**config.mk**
```make
export PLATFORM = sky130hd
export DESIGN_NAME = load_store_unit
export DESIGN_NICKNAME = d
export VERILOG_FILES = /design/src/rtl/lsu_pkg.sv /design/src/rtl/lsu_align.sv /design/src/rtl/load_store_unit.sv
export SDC_FILE = /design/constraint.sdc
export NUM_CORES = 1
export LEC_CHECK = 0
export ABC_AREA = 1
export BUFFER_PORTS_ARGS = -buffer_cell sky130_fd_sc_hd__buf_4
export CAP_MARGIN = 30
export CORE_AREA = 3 3 226 117
export DETAILED_ROUTE_END_ITERATION = 8
export DIE_AREA = 0 0 229 120
export PLACE_DENSITY = 0.76
export SLEW_MARGIN = 0
export SYNTH_ARGS = -nofsm -noshare
export SYNTH_HDL_FRONTEND = slang
export SYNTH_SLANG_ARGS = --single-unit
```
**constraint.sdc**
```tcl
create_clock -name clk -period 2 [get_ports clk]
set_input_delay 0.1 -clock clk [delete_from_list [all_inputs] [get_ports clk]]
set_output_delay 0.1 -clock clk [all_outputs]
set_load 0.05 [all_outputs]
```
**src/rtl/lsu_pkg.sv**
```systemverilog
// Shared definitions for the load/store unit: funct3 encodings, FSM states
// and the access-size to byte-mask mapping.
package lsu_pkg;

  localparam logic [2:0] F3_B  = 3'd0;
  localparam logic [2:0] F3_H  = 3'd1;
  localparam logic [2:0] F3_W  = 3'd2;
  localparam logic [2:0] F3_BU = 3'd4;
  localparam logic [2:0] F3_HU = 3'd5;

  typedef enum logic [1:0] {
    IDLE = 2'd0,
    ACC0 = 2'd1,
    ACC1 = 2'd2,
    RESP = 2'd3
  } lsu_state_t;

  // A zero mask marks an encoding with no defined access size.
  function automatic logic [3:0] size_mask(input logic [2:0] funct3);
    case (funct3)
      F3_B, F3_BU: size_mask = 4'h1;
      F3_H, F3_HU: size_mask = 4'h3;
      F3_W:        size_mask = 4'hF;
      default:     size_mask = 4'h0;
    endcase
  endfunction

endpackage

```
**src/rtl/lsu_align.sv**
```systemverilog
// Combinational lane logic: byte enables and store data for both words of an
// access, word-crossing detection, and extraction/extension of load data.
module lsu_align
  import lsu_pkg::*;
(
  input  logic [1:0]  lane_i,
  input  logic [2:0]  funct3_i,
  input  logic [31:0] wdata_i,
  input  logic [63:0] ld_buf_i,
  output logic [3:0]  be_lo_o,
  output logic [3:0]  be_hi_o,
  output logic [31:0] wdata_lo_o,
  output logic [31:0] wdata_hi_o,
  output logic        cross_o,
  output logic [31:0] ld_data_o
);

  logic [5:0]  sh;
  logic [7:0]  be_wide;
  logic [63:0] wd_wide;
  logic [31:0] raw;

  assign sh      = {1'b0, lane_i, 3'b000};
  assign be_wide = {4'h0, size_mask(funct3_i)} << lane_i;
  assign wd_wide = {32'h0, wdata_i} << sh;

  assign be_lo_o    = be_wide[3:0];
  assign be_hi_o    = be_wide[7:4];
  assign cross_o    = |be_wide[7:4];
  assign wdata_lo_o = wd_wide[31:0];
  assign wdata_hi_o = wd_wide[63:32];

  // The two-word buffer holds the first word low, so one shift by the lane
  // lines up aligned and split loads alike.
  assign raw = ld_buf_i[sh +: 32];

  always_comb begin
    ld_data_o = '0;
    case (funct3_i)
      F3_B:    ld_data_o = {{24{raw[7]}}, raw[7:0]};
      F3_H:    ld_data_o = {{16{raw[15]}}, raw[15:0]};
      F3_W:    ld_data_o = raw;
      F3_BU:   ld_data_o = {24'h0, raw[7:0]};
      F3_HU:   ld_data_o = {16'h0, raw[15:0]};
      default: ld_data_o = '0;
    endcase
  end

endmodule

```
**src/rtl/load_store_unit.sv**
```systemverilog
// Data-memory initiator: accepts one load/store at a time, issues one or two
// word transactions, and returns a single-cycle response pulse.
module load_store_unit
  import lsu_pkg::*;
#(
  parameter bit          SPLIT_EN = 1'b1,
  parameter int unsigned ADDR_W   = 32
) (
  input  logic              clk,
  input  logic              rst_n,
  input  logic              req_valid,
  output logic              req_ready,
  input  logic              req_write,
  input  logic [ADDR_W-1:0] req_base,
  input  logic [11:0]       req_offset,
  input  logic [2:0]        req_funct3,
  input  logic [31:0]       req_wdata,
  output logic              rsp_valid,
  output logic              rsp_error,
  output logic [31:0]       rsp_rdata,
  output logic              mem_req,
  output logic              mem_we,
  output logic [ADDR_W-1:0] mem_addr,
  output logic [3:0]        mem_be,
  output logic [31:0]       mem_wdata,
  input  logic              mem_ack,
  input  logic [31:0]       mem_rdata,
  output lsu_state_t        dbg_state_o
);

  // Handshakes: a request is taken on any rising edge with req_valid and
  // req_ready high; a memory transaction completes on any rising edge with
  // mem_req and mem_ack high; rsp_valid is a one-cycle pulse with no stall.

  lsu_state_t        state_q;
  logic              req_ready_q;
  logic              rsp_valid_q, rsp_error_q;
  logic [31:0]       rsp_rdata_q;
  logic              mem_req_q, mem_we_q;
  logic [ADDR_W-1:0] mem_addr_q;
  logic [3:0]        mem_be_q;
  logic [31:0]       mem_wdata_q;
  logic [1:0]        lane_q;
  logic [2:0]        funct3_q;
  logic              write_q, cross_q;
  logic [31:0]       wdata_q, buf_lo_q;

  logic [ADDR_W-1:0] ea;
  logic              idle;
  logic [1:0]        sel_lane;
  logic [2:0]        sel_funct3;
  logic [31:0]       sel_wdata;
  logic [63:0]       ld_buf;
  logic [3:0]        a_be_lo, a_be_hi;
  logic [31:0]       a_wdata_lo, a_wdata_hi, a_ld_data, rsp_data;
  logic              a_cross, bad_enc, acc_err;

  assign ea   = req_base + {{(ADDR_W-12){req_offset[11]}}, req_offset};
  assign idle = (state_q == IDLE);

  // In IDLE the aligner looks at the incoming request so ACC0 can launch on
  // the accept edge; afterwards it works from the captured request.
  assign sel_lane   = idle ? ea[1:0]    : lane_q;
  assign sel_funct3 = idle ? req_funct3 : funct3_q;
  assign sel_wdata  = idle ? req_wdata  : wdata_q;
  assign ld_buf     = (state_q == ACC1) ? {mem_rdata, buf_lo_q} : {32'h0, mem_rdata};

  lsu_align u_align (
    .lane_i     (sel_lane),
    .funct3_i   (sel_funct3),
    .wdata_i    (sel_wdata),
    .ld_buf_i   (ld_buf),
    .be_lo_o    (a_be_lo),
    .be_hi_o    (a_be_hi),
    .wdata_lo_o (a_wdata_lo),
    .wdata_hi_o (a_wdata_hi),
    .cross_o    (a_cross),
    .ld_data_o  (a_ld_data)
  );

  assign bad_enc  = (size_mask(req_funct3) == 4'h0) ||
                    (req_write && (req_funct3 == F3_BU || req_funct3 == F3_HU));
  assign acc_err  = bad_enc || (a_cross && !SPLIT_EN);
  assign rsp_data = write_q ? 32'h0 : a_ld_data;

  always_ff @(posedge clk or negedge rst_n) begin
    if (!rst_n) begin
      state_q     <= IDLE;
      req_ready_q <= 1'b1;
      rsp_valid_q <= 1'b0;
      rsp_error_q <= 1'b0;
      rsp_rdata_q <= '0;
      mem_req_q   <= 1'b0;
      mem_we_q    <= 1'b0;
      mem_addr_q  <= '0;
      mem_be_q    <= '0;
      mem_wdata_q <= '0;
      lane_q      <= '0;
      funct3_q    <= '0;
      write_q     <= 1'b0;
      cross_q     <= 1'b0;
      wdata_q     <= '0;
      buf_lo_q    <= '0;
    end else begin
      rsp_valid_q <= 1'b0;
      rsp_error_q <= 1'b0;
      rsp_rdata_q <= '0;
      case (state_q)
        IDLE: begin
          if (req_valid && req_ready_q) begin
            lane_q      <= ea[1:0];
            funct3_q    <= req_funct3;
            write_q     <= req_write;
            wdata_q     <= req_wdata;
            cross_q     <= a_cross;
            req_ready_q <= 1'b0;
            if (acc_err) begin
              state_q     <= RESP;
              rsp_valid_q <= 1'b1;
              rsp_error_q <= 1'b1;
            end else begin
              state_q     <= ACC0;
              mem_req_q   <= 1'b1;
              mem_we_q    <= req_write;
              mem_addr_q  <= {ea[ADDR_W-1:2], 2'b00};
              mem_be_q    <= a_be_lo;
              mem_wdata_q <= a_wdata_lo;
            end
          end
        end
        ACC0: begin
          if (mem_ack) begin
            buf_lo_q <= mem_rdata;
            if (cross_q) begin
              state_q     <= ACC1;
              mem_addr_q  <= mem_addr_q + ADDR_W'(4);
              mem_be_q    <= a_be_hi;
              mem_wdata_q <= a_wdata_hi;
            end else begin
              state_q     <= RESP;
              mem_req_q   <= 1'b0;
              mem_we_q    <= 1'b0;
              mem_addr_q  <= '0;
              mem_be_q    <= '0;
              mem_wdata_q <= '0;
              rsp_valid_q <= 1'b1;
              rsp_rdata_q <= rsp_data;
            end
          end
        end
        ACC1: begin
          if (mem_ack) begin
            state_q     <= RESP;
            mem_req_q   <= 1'b0;
            mem_we_q    <= 1'b0;
            mem_addr_q  <= '0;
            mem_be_q    <= '0;
            mem_wdata_q <= '0;
            rsp_valid_q <= 1'b1;
            rsp_rdata_q <= rsp_data;
          end
        end
        RESP: begin
          state_q     <= IDLE;
          req_ready_q <= 1'b1;
        end
        default: state_q <= IDLE;
      endcase
    end
  end

  assign req_ready   = req_ready_q;
  assign rsp_valid   = rsp_valid_q;
  assign rsp_error   = rsp_error_q;
  assign rsp_rdata   = rsp_rdata_q;
  assign mem_req     = mem_req_q;
  assign mem_we      = mem_we_q;
  assign mem_addr    = mem_addr_q;
  assign mem_be      = mem_be_q;
  assign mem_wdata   = mem_wdata_q;
  assign dbg_state_o = state_q;

endmodule

```
==> results.md <==
- Reg-to-reg critical path endpoint: rsp_rdata[13]$_DFF_PN0_
- Fin worst setup slack: -0.187 ns
- Post-synth cell types: 53
- Root Buffer: clkbuf_16
- CTS clk-pin slew, worst paths: 0.07 ns
- RSZ-0062 raised after global routing: true
- Post-placement cell area: 0.0158 mm^2
- Final Wtd Congestion: 1.04
- DP HPWL: 38.9 mm
- Max Cap Viol: 0
- Global-route wire length before repair: 79.6 mm
- CTS tree: done
- Final min period: 2.19 ns
- Req. time, crit path: 2.37 ns
- Total track usage: 37.9%
- Leakage power: 9.50 nW
- Post-Syn Instances: 1748
- Fin. Hold Viols: 0
- Die Span X: 229 um
- YS warnings: 0
- Reg2Reg Setup Slack: -0.19 ns
- Number of buffers added on ports: 220
- Finished Core Util: 76.7%
- Slew Viols, Final: 0
- Pre-Repair DR Iteration Count: 6
- Fin area: 0.0190 mm^2
- Die height: 120 um
- H-tree level count: 4
- Fmax: 457 MHz
- Largest net degree at the start of global routing: 65
- Initial drt markers: 2500
- Worst Hold Depth: 3
- R2r startpoint: dbg_state_o[1]$_DFFE_PN0P_
- Setup TNS: -8.37 ns
- Fraction of layout cells with a size suffix above 1: 32.8%
- CP max FO: 21
- Failing checks: negative setup slack
- Rows: 41
- Startpoint types: flip-flop
- CTS buffer count: 17
- Hold Crit Class: in2reg
- # fillers: 1795
- Starting Density: 48.6%
- Yosys reg bits: 176
- Final Skew: 0.0173 ns
- Final nets: 2411
- DR vias: 15274
- Min-delay src: mem_rdata[21]
- Netlist Area Pre-Place: 0.0121 mm^2
- Worst skew pair latency: 0.46 ns
- Initial antenna violation count: 0
- Core Region: 0.0248 mm^2
- Mapped Avg Cell Area: 6.90 um^2
- Overflow after GRT: 0
- Worst hold slack: 0.0379 ns
- Setup violators final: 97
- Total Power: 0.0368 W
- EDFF count, synth: 0
- Power density cells: 1940 mW/mm^2
- Worst R2R Path Depth: 10
- Cells along the critical path: inv_4, ha_4, nand2_1, nand2_2, inv_2, buf_12, buf_4, o21ai_0, o211ai_1, a21oi_2
- Crit Path Category: reg2reg
- Layout area overhead: 57.8%
- Maximum vdd drop: 1.10 mV
- Routed wire length: 56.9 mm
- # IOs: 223
- CTS Sinks: 176
- Routed Antenna Nets: 0
- Slowest stage delay, CP: 0.47 ns
- Number of remaining DRC errors: 0
- Wire per inst: 21.8 um
- Outcome: complete, but fails checks
- Seq/Total Area, Yosys: 36.5%
- CTS max path bufs: 2
- Slowest cell on the critical path: dfrtp_2
- Die ar.: 0.0275 mm^2
- Vias per inst: 5.85
- Async set or reset register ratio after synthesis: 100%
- Final period util: 109%
- CP arrival: 2.56 ns
- Top FF cell, synth: dfrtp_1
- Worst Hold Endpoint: buf_lo_q[21]$_DFFE_PN0P_
- Ant. Diodes: 0
- Vias in the first global route: 13315
- Worst setup EP type: flip-flop
synth_stat cells, drive strengths merged (5+ instances only):
library cell / number / share of area, %
inv: 206 / 6.4
o221ai: 19 / 1.4
a31oi: 8 / 0.41
clkbuf: 37 / 1.2
a21oi: 93 / 3.9
ha: 38 / 3.9
o211ai: 25 / 1.6
nor2: 113 / 3.8
o21ai: 265 / 11
xnor2: 6 / 0.44
dfrtp: 175 / 36
nand3b: 6 / 0.40
a21boi: 5 / 0.31
nand4: 13 / 0.67
a2bb2oi: 21 / 1.5
nand3: 83 / 3.5
nand2: 511 / 16
a211oi: 5 / 0.31
o21bai: 12 / 0.75
nor3: 17 / 0.71
buf: 51 / 2.6
critical path: cells and delay by family (launching register included):
family | cells | cell delay [ns]
compound gates | 3 | 0.72
buf+inv | 4 | 0.51
flops | 1 | 0.47
simple gates | 2 | 0.24
fa+ha+maj | 1 | 0.16
layout by cell type, fill, tap and decap left out, types with 5 or more instances in the layout:
master | Yosys | final
buf_8 | 0 | 5
nand3_2 | 2 | 25
clkbuf_16 | 0 | 31
ha_1 | 38 | 31
a21oi_2 | 1 | 14
a21oi_1 | 92 | 76
nand3_1 | 81 | 53
buf_16 | 0 | 5
inv_6 | 0 | 7
nand3_4 | 0 | 5
inv_4 | 0 | 7
dlygate4sd3_1 | 0 | 66
nand2_4 | 0 | 5
buf_6 | 6 | 27
nand2_2 | 2 | 15
a2bb2oi_2 | 0 | 12
o21ai_0 | 233 | 162
buf_4 | 11 | 422
nand4_1 | 13 | 13
o21ai_4 | 0 | 10
nand2_1 | 509 | 491
a2bb2oi_1 | 21 | 9
o21ai_2 | 5 | 31
nand3b_1 | 5 | 5
nor2_4 | 3 | 8
o21ai_1 | 27 | 62
nor2_1 | 104 | 93
dfrtp_1 | 175 | 171
o221ai_1 | 19 | 12
o221ai_2 | 0 | 7
a31oi_1 | 8 | 5
o21bai_1 | 12 | 12
nor3_1 | 17 | 15
inv_1 | 194 | 189
xnor2_1 | 6 | 6
nor2_2 | 6 | 12
inv_2 | 12 | 5
buf_12 | 0 | 34
o211ai_1 | 23 | 23
metal layers:
layer  vias up  share of wire (%)  routed length (um)  track usage, %
li1       6841                  -                   -               -
met1      7221                 44               24800            60.0
met2      1117                 39               22400            49.3
met3        95                 16                8910            12.7
met4         0                1.3                 739            6.38
met5         -                  0                   0               0
worst max path at each step:
stage                              endpoint  slack (ns)  cells after the start                       start
floorplan           rsp_rdata[16]$_DFF_PN0_      -0.007                     14  dbg_state_o[1]$_DFFE_PN0P_
global placement    rsp_rdata[24]$_DFF_PN0_       -0.54                     13                 req_base[0]
detailed placement  rsp_rdata[25]$_DFF_PN0_       -0.63                     13                 req_base[0]
CTS                 rsp_rdata[24]$_DFF_PN0_       -0.07                     14  dbg_state_o[1]$_DFFE_PN0P_
global route        rsp_rdata[24]$_DFF_PN0_       -0.23                     13  dbg_state_o[1]$_DFFE_PN0P_
finish              rsp_rdata[13]$_DFF_PN0_       -0.19                     10  dbg_state_o[1]$_DFFE_PN0P_
cell families (layout without fill, tap and decap cells):
family          count (synthesis)  count (layout)  share of synthesized area, %
buf+inv                       294             812                          10.2
compound gates                476             476                          22.8
xor+xnor                        8               8                         0.581
mux                             4               4                         0.332
simple gates                  750             751                          25.4
other cells                     1               2                        0.0311
flops                         176             176                          36.5
fa+ha+maj                      39              39                          4.11
power breakdown:
group / switching (W) / internal, W / leakage [nW] / total (W)
sequential: 0.00108 / 0.00504 / 2.25 / 0.00611
combinational: 0.0159 / 0.0113 / 6.97 / 0.0273
clock: 0.00156 / 0.00192 / 0.284 / 0.00348
total: 0.0186 / 0.0183 / 9.50 / 0.0368
what timing repair did:
item,4_1_cts,5_1_grt
gates resized for setup,113,209
gates cloned,8,18
hold endpoints to repair,224,0
pin swaps,16,75
hold buffers,66,0
buffers inserted,20,28
setup endpoints to repair,64,99
area by class of cell:
type / instances / area (um^2) / share of cell area [%]
repair buffers: 574 / 5380 / 28.3
well taps: 344 / 430 / 2.26
clock inverters: 11 / 129 / 0.677
clock buffers: 20 / 457 / 2.40
repair inverters: 1 / 11.3 / 0.0592
multi-input cells: 1280 / 7380 / 38.8
flip-flops and latches: 176 / 4410 / 23.2
inverters: 206 / 837 / 4.40
flip-flops by register name (all words and copies together) (netlist names), 2 cells and up:
name,cells
buf_lo_q,32
dbg_state_o,2
funct3_q,3
lane_q,2
mem_addr,30
mem_be,4
mem_wdata,32
rsp_rdata,32
wdata_q,32
metrics by stage:
stage / std cells / worst slack [ns]
6_report: 2612 / -0.187
5_1_grt: 2612 / -0.233
4_1_cts: 2569 / -0.0675
3_5_place_dp: 2445 / -0.629
3_3_place_gp: 2445 / -0.543
2_1_floorplan: 1749 / -0.00731
(Power assumes the default switching activity.)
